===== src/rtl/button_event_decoder_pkg.sv =====
`default_nettype none
// ============================================================================
//  Module      : button_event_decoder_pkg
//  Description : Shared state enumeration and default timing constants for
//                the button event decoder.
//  Revision    : 1.0 - initial release
// ============================================================================
package button_event_decoder_pkg;

  // Decoder states; ARM waits for the level to be seen low before any press.
  typedef enum logic [1:0] {
    ST_ARM     = 2'd0,
    ST_IDLE    = 2'd1,
    ST_PRESSED = 2'd2,
    ST_HELD    = 2'd3
  } state_e;

  localparam int DEF_CNT_W         = 26;
  localparam int DEF_HOLD_CYCLES   = 25_000_000;
  localparam int DEF_REPEAT_CYCLES = 5_000_000;

endpackage
`default_nettype wire


===== src/rtl/button_event_decoder.sv =====
`default_nettype none
// ============================================================================
//  Module      : button_event_decoder
//  Description : Turns a debounced button level into press / release /
//                long-press / auto-repeat pulses plus a held level.
//                All outputs are registered: each pulse appears one cycle
//                after the level sample that causes it.
//  Revision    : 1.0 - initial release
// ============================================================================
module button_event_decoder
  import button_event_decoder_pkg::*;
#(
  parameter int CNT_W         = DEF_CNT_W,
  parameter int HOLD_CYCLES   = DEF_HOLD_CYCLES,
  parameter int REPEAT_CYCLES = DEF_REPEAT_CYCLES
) (
  input  logic clk,
  input  logic reset,
  input  logic button_level,
  output logic press,
  output logic release_pulse,
  output logic long_press,
  output logic repeat_pulse,
  output logic held
);

  // Terminal counts; the counter is cleared on reaching either, so it never wraps.
  localparam logic [CNT_W-1:0] HOLD_LAST   = CNT_W'(HOLD_CYCLES - 1);
  localparam logic [CNT_W-1:0] REPEAT_LAST = CNT_W'(REPEAT_CYCLES - 1);
  localparam logic [CNT_W-1:0] CNT_ONE     = CNT_W'(1);

  state_e           state_q, state_d;
  logic [CNT_W-1:0] cnt_q, cnt_d;
  logic             press_q, press_d;
  logic             release_q, release_d;
  logic             long_q, long_d;
  logic             repeat_q, repeat_d;
  logic             held_q, held_d;

  // Next-state, counter and event decode; release takes priority over terminal counts.
  always_comb begin
    state_d   = state_q;
    cnt_d     = cnt_q;
    press_d   = 1'b0;
    release_d = 1'b0;
    long_d    = 1'b0;
    repeat_d  = 1'b0;

    case (state_q)
      ST_ARM: begin
        if (!button_level) begin
          state_d = ST_IDLE;
        end
      end

      ST_IDLE: begin
        if (button_level) begin
          state_d = ST_PRESSED;
          cnt_d   = '0;
          press_d = 1'b1;
        end
      end

      ST_PRESSED: begin
        if (!button_level) begin
          state_d   = ST_IDLE;
          cnt_d     = '0;
          release_d = 1'b1;
        end else if (cnt_q == HOLD_LAST) begin
          state_d = ST_HELD;
          cnt_d   = '0;
          long_d  = 1'b1;
        end else begin
          cnt_d = cnt_q + CNT_ONE;
        end
      end

      ST_HELD: begin
        if (!button_level) begin
          state_d   = ST_IDLE;
          cnt_d     = '0;
          release_d = 1'b1;
        end else if (cnt_q == REPEAT_LAST) begin
          cnt_d    = '0;
          repeat_d = 1'b1;
        end else begin
          cnt_d = cnt_q + CNT_ONE;
        end
      end

      default: begin
        state_d = ST_ARM;
        cnt_d   = '0;
      end
    endcase

    // held is registered from the next state so it tracks HELD exactly.
    held_d = (state_d == ST_HELD);
  end

  // State, counter and output registers with synchronous reset into ARM.
  always_ff @(posedge clk) begin
    if (reset) begin
      state_q   <= ST_ARM;
      cnt_q     <= '0;
      press_q   <= 1'b0;
      release_q <= 1'b0;
      long_q    <= 1'b0;
      repeat_q  <= 1'b0;
      held_q    <= 1'b0;
    end else begin
      state_q   <= state_d;
      cnt_q     <= cnt_d;
      press_q   <= press_d;
      release_q <= release_d;
      long_q    <= long_d;
      repeat_q  <= repeat_d;
      held_q    <= held_d;
    end
  end

  assign press         = press_q;
  assign release_pulse = release_q;
  assign long_press    = long_q;
  assign repeat_pulse  = repeat_q;
  assign held          = held_q;

endmodule
`default_nettype wire


===== config.mk =====
export PLATFORM = sky130hd
export DESIGN_NAME = button_event_decoder
export DESIGN_NICKNAME = d
export VERILOG_FILES = /design/src/rtl/button_event_decoder_pkg.sv /design/src/rtl/button_event_decoder.sv
export SDC_FILE = /design/constraint.sdc
export NUM_CORES = 1
export LEC_CHECK = 0
export ABC_AREA = 0
export CAP_MARGIN = 20
export CORE_UTILIZATION = 26
export CTS_CLUSTER_SIZE = 24
export DETAILED_ROUTE_END_ITERATION = 6
export PLACE_DENSITY = 0.44
export SYNTH_ARGS = -nofsm -noshare
export SYNTH_HDL_FRONTEND = slang
export SYNTH_SLANG_ARGS = --single-unit

===== constraint.sdc =====
create_clock -name clk -period 1.9 [get_ports clk]
set_input_delay 0.19 -clock clk [delete_from_list [all_inputs] [get_ports clk]]
set_output_delay 0.19 -clock clk [all_outputs]
set_load 0.03 [all_outputs]

Word level (Yosys, flattened, before mapping) --
Index checks and enable logic that the tools add are counted.
Operators by class: reductions and logical operators 9, mux-type cells 15, order comparisons 0, shift operators 0, multiply operators 0, equality and inequality tests 7, add/subtract/negate cells 1, bitwise gates (word level) 5, divide/modulo/power cells 0
Operator list (count):
- 26-bit 2-to-1 mux | 5
- 26-bit case mux with 3 select lines | 1
- 26-bit by 1-bit adder with 26-bit output, second input constant | 1
- 26-bit by 23-bit equality test with 1-bit output, second input constant | 1
- 26-bit by 25-bit equality test with 1-bit output, second input constant | 1
- 2-bit 2-to-1 mux | 4
- 2-bit OR reduction | 4
- 2-bit equality test, second input constant | 3
- 2-bit case mux with 3 select lines | 1
- 3-bit OR reduction | 2
- 1-bit inverter | 5
- 1-bit 2-to-1 mux | 4
- 3-bit nonzero test | 1
- 2-bit by 1-bit equality test with 1-bit output, second input constant | 1
- 2-bit zero test | 1
- 2-bit != test, second input constant | 1
- 2-bit AND reduction | 1
Word-level totals: memories kept 0, memory bits (read-only) 0, latch bits 0, bits in registers 33, output and inout bits 5, bits in writable memories 0, logic and storage cells 44, input port bits 3

Depth between registers and ports, before layout --
depth after elaboration 5, mapped depth 8, mapped depth without buffers 7

Worst setup path before layout --
No wires, ideal clock.
path type reg2reg, from reg cnt_q[15], to reg cnt_q[10], period minus slack after synthesis 1.951 ns, setup slack -0.051 ns, library setup time 0.132 ns, cell stages (with the launch flop) 7, path buffers 1, arrival 1.819 ns, required time 1.768 ns, cells stage by stage dfxtp_1 or4_4 nor4_4 a21boi_1 o21ai_4 buf_6 a21oi_1
On the way: cells in the longest elaborated chain, start to end 4, elaborated cells on any way between the ends 7, those cells by class eq/ne: 2; mux: 5
RTL lines:
- start: declaration | line button_event_decoder.sv:33 | logic [CNT_W-1:0] cnt_q, cnt_d;
- start signal: assignment | line button_event_decoder.sv:113 | cnt_q <= cnt_d;
- 26-bit by 23-bit equality test with 1-bit output / 26-bit by 25-bit equality test with 1-bit output (equally long branches) | line button_event_decoder.sv:83, button_event_decoder.sv:69
- 26-bit 2-to-1 mux (on tied branches) | line button_event_decoder.sv:83, button_event_decoder.sv:69
- 26-bit 2-to-1 mux (on tied branches) | line button_event_decoder.sv:79, button_event_decoder.sv:65
- 26-bit case mux with 3 select lines (*) | line button_event_decoder.sv:49 | case (state_q)
Mark *: on every way between the ends. The rest lies on a longest branch, timed or not. A chain may end at the register's enable or synchronous reset.

Worst setup path in the final report --
from reg cnt_q[15], to reg cnt_q[6]
Same word-level chain as after synthesis.

==> impl_metrics.env <==
export IMPL_crit_end="cnt_q[6]$_SDFFE_PP0P_"
export IMPL_hold_viol=0
export IMPL_grt_pass1_wl_um=8420
export IMPL_p_comb_share_pct=14.3
export IMPL_cts_path_max_buffers=2
export IMPL_total_power_mw=1.42
export IMPL_cp_slowest_cell="or4_4"
export IMPL_clockPowerShare_pct=36.3
export IMPL_switching_share_pct=26.1
export IMPL_tightest_slew_ps=373
export IMPL_drt_iter0_markers=62
export IMPL_min_period_ps=1940
export IMPL_diodes=0
export IMPL_ctsRootBufferMaster="clkbuf_8"
export IMPL_vias_per_cell=4.85
export IMPL_cp_required_ps=2070
export IMPL_die_w_um=86.4
export IMPL_grt_pass1_vias=1791
export IMPL_hold_path_class="register to register"
export IMPL_pin_count=8
export IMPL_crit_arrival_ps=2100
export IMPL_drc_errors=0
export IMPL_min_period_over_period_pct=102
export IMPL_rr_worst_depth=8
export IMPL_power_leakage_nw=1.04
export IMPL_areaGrowthSynthToFinish_pct=44.1
export IMPL_relSlewSlack_pct=75.2
export IMPL_power_density_nw_per_um2=533
export IMPL_cts_buffers=5
export IMPL_antenna_left=0
export IMPL_instances_no_fill=378
export IMPL_path_class="register to register"
export IMPL_yosysSeqAreaShare_pct=35.7
export IMPL_rrSetupSlack_ps=-40
export IMPL_startpoint_type="register"
export IMPL_cts_tree="built"
export IMPL_rows=30
export IMPL_ir_drop_v=0.000353
export IMPL_grt_max_degree=16
export IMPL_reg2reg_from="cnt_q[15]$_SDFFE_PP0P_"
export IMPL_netlist_area_um2=1850
export IMPL_synthCells=213
export IMPL_cts_sinks=33
export IMPL_mostFrequentLayoutCells="58 x buf_4, 28 x dfxtp_1, 21 x nand2_1"
export IMPL_reg2reg_to="cnt_q[6]$_SDFFE_PP0P_"
export IMPL_chipHeight_um=86.4
export IMPL_post_place_ws_ps=-64.7
export IMPL_start_util_pct=27.1
export IMPL_vias=1835
export IMPL_final_common_cell="buf_4"
export IMPL_violations="setup timing"
export IMPL_slowest_delay_ps=550
export IMPL_portBuffers=7
export IMPL_setup_violations=15
export IMPL_dieArea_um2=7460
export IMPL_insertion_delay_ps=280
export IMPL_status="complete, but fails checks"
export IMPL_internal_power_mw=1.05
export IMPL_fin_skew_ps=6.01
export IMPL_fin_nets=290
export IMPL_fin_ws_ps=-37.3
export IMPL_ys_types=51
export IMPL_slew_viol_final=0
export IMPL_antenna_found_initial=0
export IMPL_wl_um=5230
export IMPL_seq_area_um2=667
export IMPL_track_usage_pct=14.7
export IMPL_ys_ff_latch=33
export IMPL_dp_cells=364
export IMPL_grt_overflow_total=0
export IMPL_synthArstFlopShare_pct=0
export IMPL_place_gp_congestion=0.752
export IMPL_yosysWarnings=0
export IMPL_clk_pin_slew_ps=70
export IMPL_synth_edf_count=0
export IMPL_cp_end_kind="register"
export IMPL_htree_num_levels=2
export IMPL_drive_gt1_share_pct=35.5
export IMPL_p_seq_share_pct=49.4
export IMPL_startpoint="cnt_q[15]$_SDFFE_PP0P_"
export IMPL_syn_avg_cell_area_um2=8.69
export IMPL_core_area_um2=6830
export IMPL_wl_per_cell_um=13.8
export IMPL_rsz0062_at_grt="yes"
export IMPL_drv_cap=0
export IMPL_fillers=724
export IMPL_crit_fanout=7
export IMPL_drt_first_pass_iters=4
export IMPL_synth_flop_cell="dfxtp_1"
export IMPL_multiInputGateArea_um2=1220
export IMPL_hpwlAfterDp_um=3790
export IMPL_power_switching_uw=371
export IMPL_syn_nets=222
export IMPL_crit_path_cell_trace="or4_4 -> nor4_4 -> buf_4 -> buf_6 -> a21boi_4 -> o21ai_4 -> clkbuf_16 -> a21oi_1"
export IMPL_fmaxAchievable_mhz=516
cell families (layout without fill, tap and decap cells):
kind of cell               count (synthesis)  count (layout)  synth area share (%)
AOI/OAI and AO/OA                         52              52                  17.4
xor gates and xnor gates                  17              17                  8.04
adders and majority gates                  6               6                  4.05
buffers and inverters                     12              81                  3.65
DFF                                       33              33                  35.7
and+or+nand+nor                           93              93                  31.1
synth_stat cells, drive strengths merged, types with 6 or more instances:
cell type | number | share of area [%]
o21ai | 11 | 3.6
nand4 | 10 | 3.7
nand2 | 21 | 4.3
nor3 | 6 | 1.6
a21oi | 22 | 6.1
xor2 | 11 | 5.2
dfxtp | 33 | 36
nor2 | 6 | 1.2
ha | 6 | 4.1
xnor2 | 6 | 2.8
and2 | 7 | 2.4
nor4 | 10 | 4.2
and4 | 6 | 3.0
critical path, delay by kind of cell (launching register included):
| kind | cells | cell delay [ps] |
|---|---|---|
| DFF | 1 | 320 |
| and+or+nand+nor | 2 | 690 |
| buffers and inverters | 3 | 490 |
| AOI/OAI and AO/OA | 3 | 330 |
how the worst min path moves through the flow:
stage                                       from                     end  slack, ps  cells past startpoint
after global placement    cnt_q[25]$_SDFFE_PP0P_  cnt_q[25]$_SDFFE_PP0P_        510                      2
after floorplan                            reset   state_q[1]$_SDFF_PP0_        260                      1
after CTS                 cnt_q[25]$_SDFFE_PP0P_  cnt_q[25]$_SDFFE_PP0P_        540                      2
final                     cnt_q[25]$_SDFFE_PP0P_  cnt_q[25]$_SDFFE_PP0P_        540                      2
after global routing      cnt_q[25]$_SDFFE_PP0P_  cnt_q[25]$_SDFFE_PP0P_        580                      2
after detailed placement  cnt_q[25]$_SDFFE_PP0P_  cnt_q[25]$_SDFFE_PP0P_        520                      2
layer usage:
metal / track usage (%) / routed length [µm] / vias up
met2: 23.7 / 2400 / 37
li1: - / - / 928
met1: 19.0 / 2550 / 857
met4: 6.36 / 102 / 0
met5: 0 / 0 / -
met3: 3.05 / 180 / 13
power groups by stage:
| stage | combinational [mW] | sequential, mW | clock, mW |
|---|---|---|---|
| 2_1_floorplan | 0.0941 | 0.727 | 0 |
| 3_3_place_gp | 0.196 | 0.718 | 0 |
| 3_5_place_dp | 0.192 | 0.718 | 0 |
| 4_1_cts | 0.193 | 0.702 | 0.542 |
| 5_1_grt | 0.224 | 0.702 | 0.573 |
| 6_report | 0.203 | 0.702 | 0.517 |
layout make-up:
type | count | share of cell area (%)
Clock buffer | 8 | 3.00
Inverter | 5 | 0.704
Multi-Input combinational cell | 168 | 45.7
Sequential cell | 33 | 25.0
Tap cell | 96 | 4.50
Timing Repair Buffer | 68 | 21.1
stage by stage:
| step | hold slack [ps] | utilization [%] | instance area (µm²) | TNS (ps) |
|---|---|---|---|---|
| 2_1_floorplan | 259 | - | 1870 | 0 |
| 3_3_place_gp | 515 | 35.6 | 2430 | -301 |
| 3_5_place_dp | 522 | 35.6 | 2430 | -854 |
| 4_1_cts | 543 | 36.9 | 2520 | -237 |
| 5_1_grt | 578 | 39.0 | 2670 | -1200 |
| 6_report | 537 | 39.0 | 2670 | -308 |
what timing repair did:
action | CTS | global route
resized for setup | 4 | 26
pin swaps | 0 | 5
cloned | 0 | 1
endpoints found under the setup margin | 25 | 28
hold buffers | 0 | 0
setup buffers | 0 | 5
flip-flops by register name (all words and copies together), names as in the netlist:
register	cells
cnt_q	26
held	1
long_press	1
press	1
release_pulse	1
repeat_pulse	1
state_q	2
(Power assumes the default switching activity.)
